## config.mk

```make
export PLATFORM = sky130hd
export DESIGN_NAME = muldiv_unit
export DESIGN_NICKNAME = d
export VERILOG_FILES = /design/src/rtl/cpu_defs.sv /design/src/rtl/muldiv_unit_div_step.sv /design/src/rtl/muldiv_unit.sv
export SDC_FILE = /design/constraint.sdc
export NUM_CORES = 2
export LEC_CHECK = 0
export BUFFER_PORTS_ARGS = -buffer_cell sky130_fd_sc_hd__buf_2
export CAP_MARGIN = 15
export CORE_MARGIN = 2
export CORE_UTILIZATION = 50
export CTS_BUF_LIST = sky130_fd_sc_hd__clkbuf_8
export CTS_CLUSTER_DIAMETER = 60
export DETAILED_ROUTE_END_ITERATION = 7
export GPL_TIMING_DRIVEN = 0
export PLACE_DENSITY = 0.66
export SETUP_SLACK_MARGIN = 0.5
export SYNTH_ARGS = -nofsm -noshare
export SYNTH_HDL_FRONTEND = slang
export SYNTH_SLANG_ARGS = --single-unit
```

## constraint.sdc

```tcl
create_clock -name clk -period 24.8 [get_ports clk]
set_clock_uncertainty 0.15 [all_clocks]
set_input_delay 7.44 -clock clk [delete_from_list [all_inputs] [get_ports clk]]
set_output_delay 7.44 -clock clk [all_outputs]
set_load 0.01 [all_outputs]
```

## src/rtl/cpu_defs.sv

```systemverilog
// Shared CPU definitions: mul/div op encodings and mul/div engine state codes,
// used by the decoder, the HI/LO write-back and the mul/div unit.
package cpu_defs;

  localparam int MD_XLEN = 32;

  typedef enum logic [1:0] {
    MD_MULT  = 2'b00,
    MD_MULTU = 2'b01,
    MD_DIV   = 2'b10,
    MD_DIVU  = 2'b11
  } md_op_e;

  typedef enum logic [2:0] {
    MD_ST_IDLE,
    MD_ST_MUL,
    MD_ST_DIV,
    MD_ST_FIX,
    MD_ST_DONE
  } md_state_e;

  function automatic logic md_is_div(input md_op_e op);
    return (op == MD_DIV) || (op == MD_DIVU);
  endfunction

  // Two's-complement magnitude; 0x80000000 maps to itself, which is the
  // correct unsigned magnitude.
  function automatic logic [MD_XLEN-1:0] md_abs(input logic [MD_XLEN-1:0] v);
    return v[MD_XLEN-1] ? (~v + 1'b1) : v;
  endfunction

endpackage

```

## src/rtl/muldiv_unit_div_step.sv

```systemverilog
// One combinational restoring-divide step on the {rem,quot} pair.
module div_step
  import cpu_defs::*;
#(
  parameter int W = MD_XLEN
) (
  input  logic [W-1:0] rem_i,
  input  logic [W-1:0] quot_i,
  input  logic [W-1:0] divisor_i,
  output logic [W-1:0] rem_o,
  output logic [W-1:0] quot_o
);

  logic [W:0]   rem_sh;
  logic [W-1:0] quot_sh;
  logic [W:0]   diff;
  logic         fits;

  // The shifted remainder keeps its carry bit: with an unsigned divisor near
  // 2^32 it can exceed 32 bits before the subtract.
  assign {rem_sh, quot_sh} = {1'b0, rem_i, quot_i} << 1;
  assign diff              = rem_sh - {1'b0, divisor_i};
  assign fits              = (rem_sh >= {1'b0, divisor_i});

  assign rem_o  = fits ? diff[W-1:0] : rem_sh[W-1:0];
  assign quot_o = {quot_sh[W-1:1], fits};

endmodule

```

## src/rtl/muldiv_unit.sv

```systemverilog
// Multi-cycle MULT/MULTU/DIV/DIVU engine for the EX stage; drives the
// stall/done handshake seen by the hazard controller and holds HI/LO.
module muldiv_unit
  import cpu_defs::*;
#(
  parameter int DIV_ITERS = 32
) (
  input  logic        clk,
  input  logic        rst,
  input  logic        start,
  input  logic [1:0]  op,
  input  logic [31:0] a,
  input  logic [31:0] b,
  input  logic        flush,
  input  logic        ex_hold,
  output logic        stall,
  output logic        done,
  output logic [31:0] hi,
  output logic [31:0] lo
);

  localparam int CNT_W = $clog2(DIV_ITERS + 1);
  localparam logic [CNT_W-1:0] LAST_STEP = CNT_W'(DIV_ITERS - 1);

  md_state_e        state_q, state_d;
  md_op_e           op_q, op_d;
  logic [CNT_W-1:0] cnt_q, cnt_d;
  logic [31:0]      rem_q, rem_d;
  logic [31:0]      quot_q, quot_d;
  logic [31:0]      dvsr_q, dvsr_d;
  logic             qneg_q, qneg_d;
  logic             rneg_q, rneg_d;
  logic [31:0]      hi_q, hi_d;
  logic [31:0]      lo_q, lo_d;

  md_op_e             op_in;
  logic               signed_div;
  logic signed [32:0] mul_a, mul_b;
  logic signed [63:0] prod;
  logic [31:0]        step_rem, step_quot;

  assign op_in      = md_op_e'(op);
  assign signed_div = (op_in == MD_DIV);

  // quot_q/dvsr_q double as the multiplier operand latch. The low 64 bits of
  // the 33x33 signed product are all that is kept, so a 64-bit multiply of the
  // extended operands gives the same result.
  assign mul_a = {(op_q == MD_MULT) & quot_q[31], quot_q};
  assign mul_b = {(op_q == MD_MULT) & dvsr_q[31], dvsr_q};
  assign prod  = 64'(mul_a) * 64'(mul_b);

  div_step #(.W(32)) u_div_step (
    .rem_i     (rem_q),
    .quot_i    (quot_q),
    .divisor_i (dvsr_q),
    .rem_o     (step_rem),
    .quot_o    (step_quot)
  );

  // NOTE: every signal written here gets its hold value first, so no path
  // through the case leaves one unassigned and no latch is inferred.
  always_comb begin
    state_d = state_q;
    op_d    = op_q;
    cnt_d   = cnt_q;
    rem_d   = rem_q;
    quot_d  = quot_q;
    dvsr_d  = dvsr_q;
    qneg_d  = qneg_q;
    rneg_d  = rneg_q;
    hi_d    = hi_q;
    lo_d    = lo_q;

    if (flush) begin
      state_d = MD_ST_IDLE;
    end else begin
      unique case (state_q)
        MD_ST_IDLE: begin
          if (start) begin
            op_d  = op_in;
            cnt_d = '0;
            if (md_is_div(op_in)) begin
              rem_d  = '0;
              quot_d = signed_div ? md_abs(a) : a;
              dvsr_d = signed_div ? md_abs(b) : b;
              qneg_d = signed_div & (a[31] ^ b[31]);
              rneg_d = signed_div & a[31];
              if (b == '0) begin
                hi_d    = a;
                lo_d    = '1;
                state_d = MD_ST_DONE;
              end else begin
                state_d = MD_ST_DIV;
              end
            end else begin
              quot_d  = a;
              dvsr_d  = b;
              state_d = MD_ST_MUL;
            end
          end
        end
        MD_ST_MUL: begin
          {hi_d, lo_d} = prod;
          state_d      = MD_ST_DONE;
        end
        MD_ST_DIV: begin
          rem_d  = step_rem;
          quot_d = step_quot;
          cnt_d  = cnt_q + 1'b1;
          if (cnt_q == LAST_STEP) state_d = MD_ST_FIX;
        end
        MD_ST_FIX: begin
          hi_d    = rneg_q ? (~rem_q + 1'b1) : rem_q;
          lo_d    = qneg_q ? (~quot_q + 1'b1) : quot_q;
          state_d = MD_ST_DONE;
        end
        MD_ST_DONE: begin
          // Holding here while EX is frozen keeps the same instruction from
          // being accepted a second time.
          if (!ex_hold) state_d = MD_ST_IDLE;
        end
        default: state_d = MD_ST_IDLE;
      endcase
    end
  end

  // NOTE: sequential state uses non-blocking assignments only, so every
  // register samples the pre-edge value of its neighbours.
  always_ff @(posedge clk) begin
    if (rst) begin
      state_q <= MD_ST_IDLE;
      op_q    <= MD_MULT;
      cnt_q   <= '0;
      rem_q   <= '0;
      quot_q  <= '0;
      dvsr_q  <= '0;
      qneg_q  <= 1'b0;
      rneg_q  <= 1'b0;
      hi_q    <= '0;
      lo_q    <= '0;
    end else begin
      state_q <= state_d;
      op_q    <= op_d;
      cnt_q   <= cnt_d;
      rem_q   <= rem_d;
      quot_q  <= quot_d;
      dvsr_q  <= dvsr_d;
      qneg_q  <= qneg_d;
      rneg_q  <= rneg_d;
      hi_q    <= hi_d;
      lo_q    <= lo_d;
    end
  end

  // stall depends on done/ex_hold only through state, so the hazard
  // controller sees no combinational loop.
  assign stall = (state_q == MD_ST_IDLE) ? (start && !flush) : 1'b1;
  assign done  = (state_q == MD_ST_DONE);
  assign hi    = hi_q;
  assign lo    = lo_q;

endmodule

```

==> results_dict.tcl <==
set metrics [dict create \
    async_flop_share 0 \
    synth_area_um2 49530 \
    post_drt_wl_per_cell_um 27.09 \
    grt_overflow_total 0 \
    rsz0062_at_grt "false" \
    numClockSinks 173 \
    cts_buffers 17 \
    drive_above_1_share 0.03823 \
    clock_latency_ns 0.60 \
    dieArea_um2 101600 \
    dr.pass1.iters 8 \
    mostFrequentLayoutCells "inv_1, fa_1, nand2_1" \
    rr_worst_depth 27 \
    min_path_cells 2 \
    hpwl_um 168400 \
    vias_per_cell 5.855 \
    yosys_warnings 0 \
    vias 43090 \
    critical_path_class "input pin to primary output" \
    yosysUniqueCellTypes 80 \
    synthTopCellsByArea "fa_1, inv_1, nand2_1" \
    holdPathEnd "hi[5]$_SDFFE_PP0P_" \
    rows 115 \
    final_common_cell "inv_1" \
    critPathMaxFanout 3 \
    cts.reportedPaths.clkPinSlew_ns 0.11 \
    maxSlewViolCount 0 \
    grt_first_pass_wirelength_um 290200 \
    crit_arrival_ns 7.99 \
    start_util 0.5040 \
    peakVddDrop_uv 69.99 \
    drv_cap 0 \
    r2r_end "hi[31]$_SDFFE_PP0P_" \
    power_density_nw_per_um2 37.11 \
    portBuffers 136 \
    gp_congestion 1.041 \
    syn_area_per_cell_um2 8.403 \
    dp.cells 7319 \
    fin_ws_ns 9.224 \
    grt_pass1_vias 42750 \
    critPathTopFamily "simple AND/OR/NAND/NOR gates" \
    cts_repair_resize_count 0 \
    utilization 0.5322 \
    rr_startpoint "quot_q[31]$_SDFFE_PP0P_" \
    slew_headroom 0.1347 \
    syn_nets 7342 \
    synth_seq_cells 173 \
    fmax_ghz 0.06420 \
    setup_violations 0 \
    postCtsSetupRepairBufs 0 \
    finalHoldViolCount 0 \
    p_leak_nw 23.76 \
    drt-total-wl_um 199400 \
    syn_inst 5895 \
    worstMarginPinSlew_ns 1.298 \
    rrSetupSlack_ns 13.33 \
    ctsRootBufferMaster "clkbuf_8" \
    crit_chain "buf_2 > nand2b_1 > nand2_1 > buf_2" \
    power.total_mw 1.941 \
    min_period_ns 15.58 \
    cts_tree "built" \
    slowest_stage "nand2b_1" \
    area_growth_syn_to_layout_pct 5.592 \
    hp-class "flop to flop" \
    final_cells 7360 \
    synth_edf_count 0 \
    cp.buffers_inverters 2 \
    synth_flop_cell "dfxtp_1" \
    min_from "hi[5]$_SDFFE_PP0P_" \
    die-width_um 318.8 \
    die_height_um 318.8 \
    drt_iter0_drc 5091 \
    core_area_um2 98280 \
    crit_path_start_kind "input pin" \
    synth_top_area_frac 0.4551 \
    required_ns 17.21 \
    end_kind "primary output" \
    num-nets-final 7503 \
    synth_top_area_cell "fa_1" \
    htreeDepth 4 \
    grt_max_degree 25 \
    fin_crit_sh 0.6281 \
    status "finished clean" \
    hold_buffers 0 \
    fin_setup_tns_ns 0 \
    num_io_pins 137 \
    pre_cts_slack_ns 9.233 \
    grt_usage 0.3979 \
    crit_top_cell "buf_2" \
    cts_buffer_depth 2 \
    ys_seq_area_frac 0.06992 \
    antenna_found_initial 14 \
    drc 0 \
    ant_nets 0 \
    max_stage_delay_ns 0.19 \
]
[worst register-to-register path, stage by stage, from the launching register on]
cell and delay, ns:
dfxtp_1 0.52, clkbuf_1 0.91, clkbuf_1 0.72, and3_1 0.35
fa_1 0.52, fa_1 0.64, fa_2 0.54, inv_1 0.54
fa_1 0.53, inv_1 0.08, fa_1 0.45, fa_1 0.55
inv_1 0.05, fa_1 0.52, fa_1 0.66, inv_1 0.08
ha_1 0.28, buf_2 0.19, a21oi_1 0.23, o21ai_1 0.27
a221oi_1 0.42, o221ai_1 0.23, a221o_1 0.38, a221o_1 0.41
a41oi_1 0.39, a221o_1 0.24, mux2_2 0.36, a21o_1 0.16
[layout make-up]
type	instances	area, µm²
fill	9489	45970
timing repair buffer	142	773.2
clock inverter	12	98.84
tap	1287	1610
antenna	4	10.01
clock buffer	20	275.3
buffer	359	1400
sequential	173	3463
multi-input combinational	4071	39820
inverter	1292	4850
[where the power goes]
part / total (mW) / switching, mW / internal [mW]
sequential: 0.296 / 0.00821 / 0.288
clock: 0.215 / 0.135 / 0.0793
combinational: 1.43 / 0.980 / 0.450
total: 1.94 / 1.12 / 0.817
[stage by stage]
stage	hold slack, ns	instance area (µm²)
global placement	0.2899	51820
CTS	0.3076	52220
detailed placement	0.2927	51840
global route	0.3388	52300
finish	0.3056	52300
floorplan	0.2989	49530
[sequential cells by signal, indices dropped and copies added, names as in the netlist]
signal and count:
rneg_q 1, dvsr_q 32, state_q 3, qneg_q 1
hi 32, rem_q 32, cnt_q 6, quot_q 32
lo 32, op_q 2
[cells in the mapped netlist (all sizes together) (5+ instances only)]
cell type and n:
a2111oi 5, a211o 9, a211oi 62, a21o 41, a21oi 186, a221o 9, a221oi 41, a311oi 12
a31oi 17, and2 45, and3 34, buf 63, clkbuf 296, clkinv 21, dfxtp 173, fa 1126
ha 250, inv 1271, mux2i 32, nand2 969, nand2b 22, nand3 38, nand3b 9, nand4 26
nor2 464, nor2b 18, nor3 72, nor3b 8, nor4 25, o211ai 21, o21a 19, o21ai 143
o21bai 15, o22ai 5, o31ai 30, o41ai 18, or2 5, or3 23, or4 15, xnor2 139
xor2 71
[per-layer routing]
metal / up-vias / global-route usage / wire length [µm]
met5: - / 0 / 55
met4: 8 / 0.2349 / 14840
met3: 567 / 0.1278 / 25640
met2: 2704 / 0.5834 / 84400
met1: 21690 / 0.5162 / 74450
li1: 18130 / - / -
[how the worst max path moves through the flow]
stage               start    end  slack, ns  cells after the start
finish              flush  stall       9.22                      4
global route        flush  stall       9.19                      4
CTS                 flush  stall       9.23                      4
detailed placement  flush  stall       9.23                      4
global placement    flush  stall       9.24                      4
floorplan           flush  stall       9.53                      2
[cell families after synthesis]
family / count (synthesis) / share of synthesized area
AOI/OAI and AO/OA: 669 / 0.08934
xor gates and xnor gates: 210 / 0.03713
adders and majority gates: 1376 / 0.5182
buffers and inverters: 1651 / 0.1262
DFF: 173 / 0.06992
muxes: 34 / 0.006921
and+or+nand+nor: 1782 / 0.1523
Power figures use the tool's default switching activity.
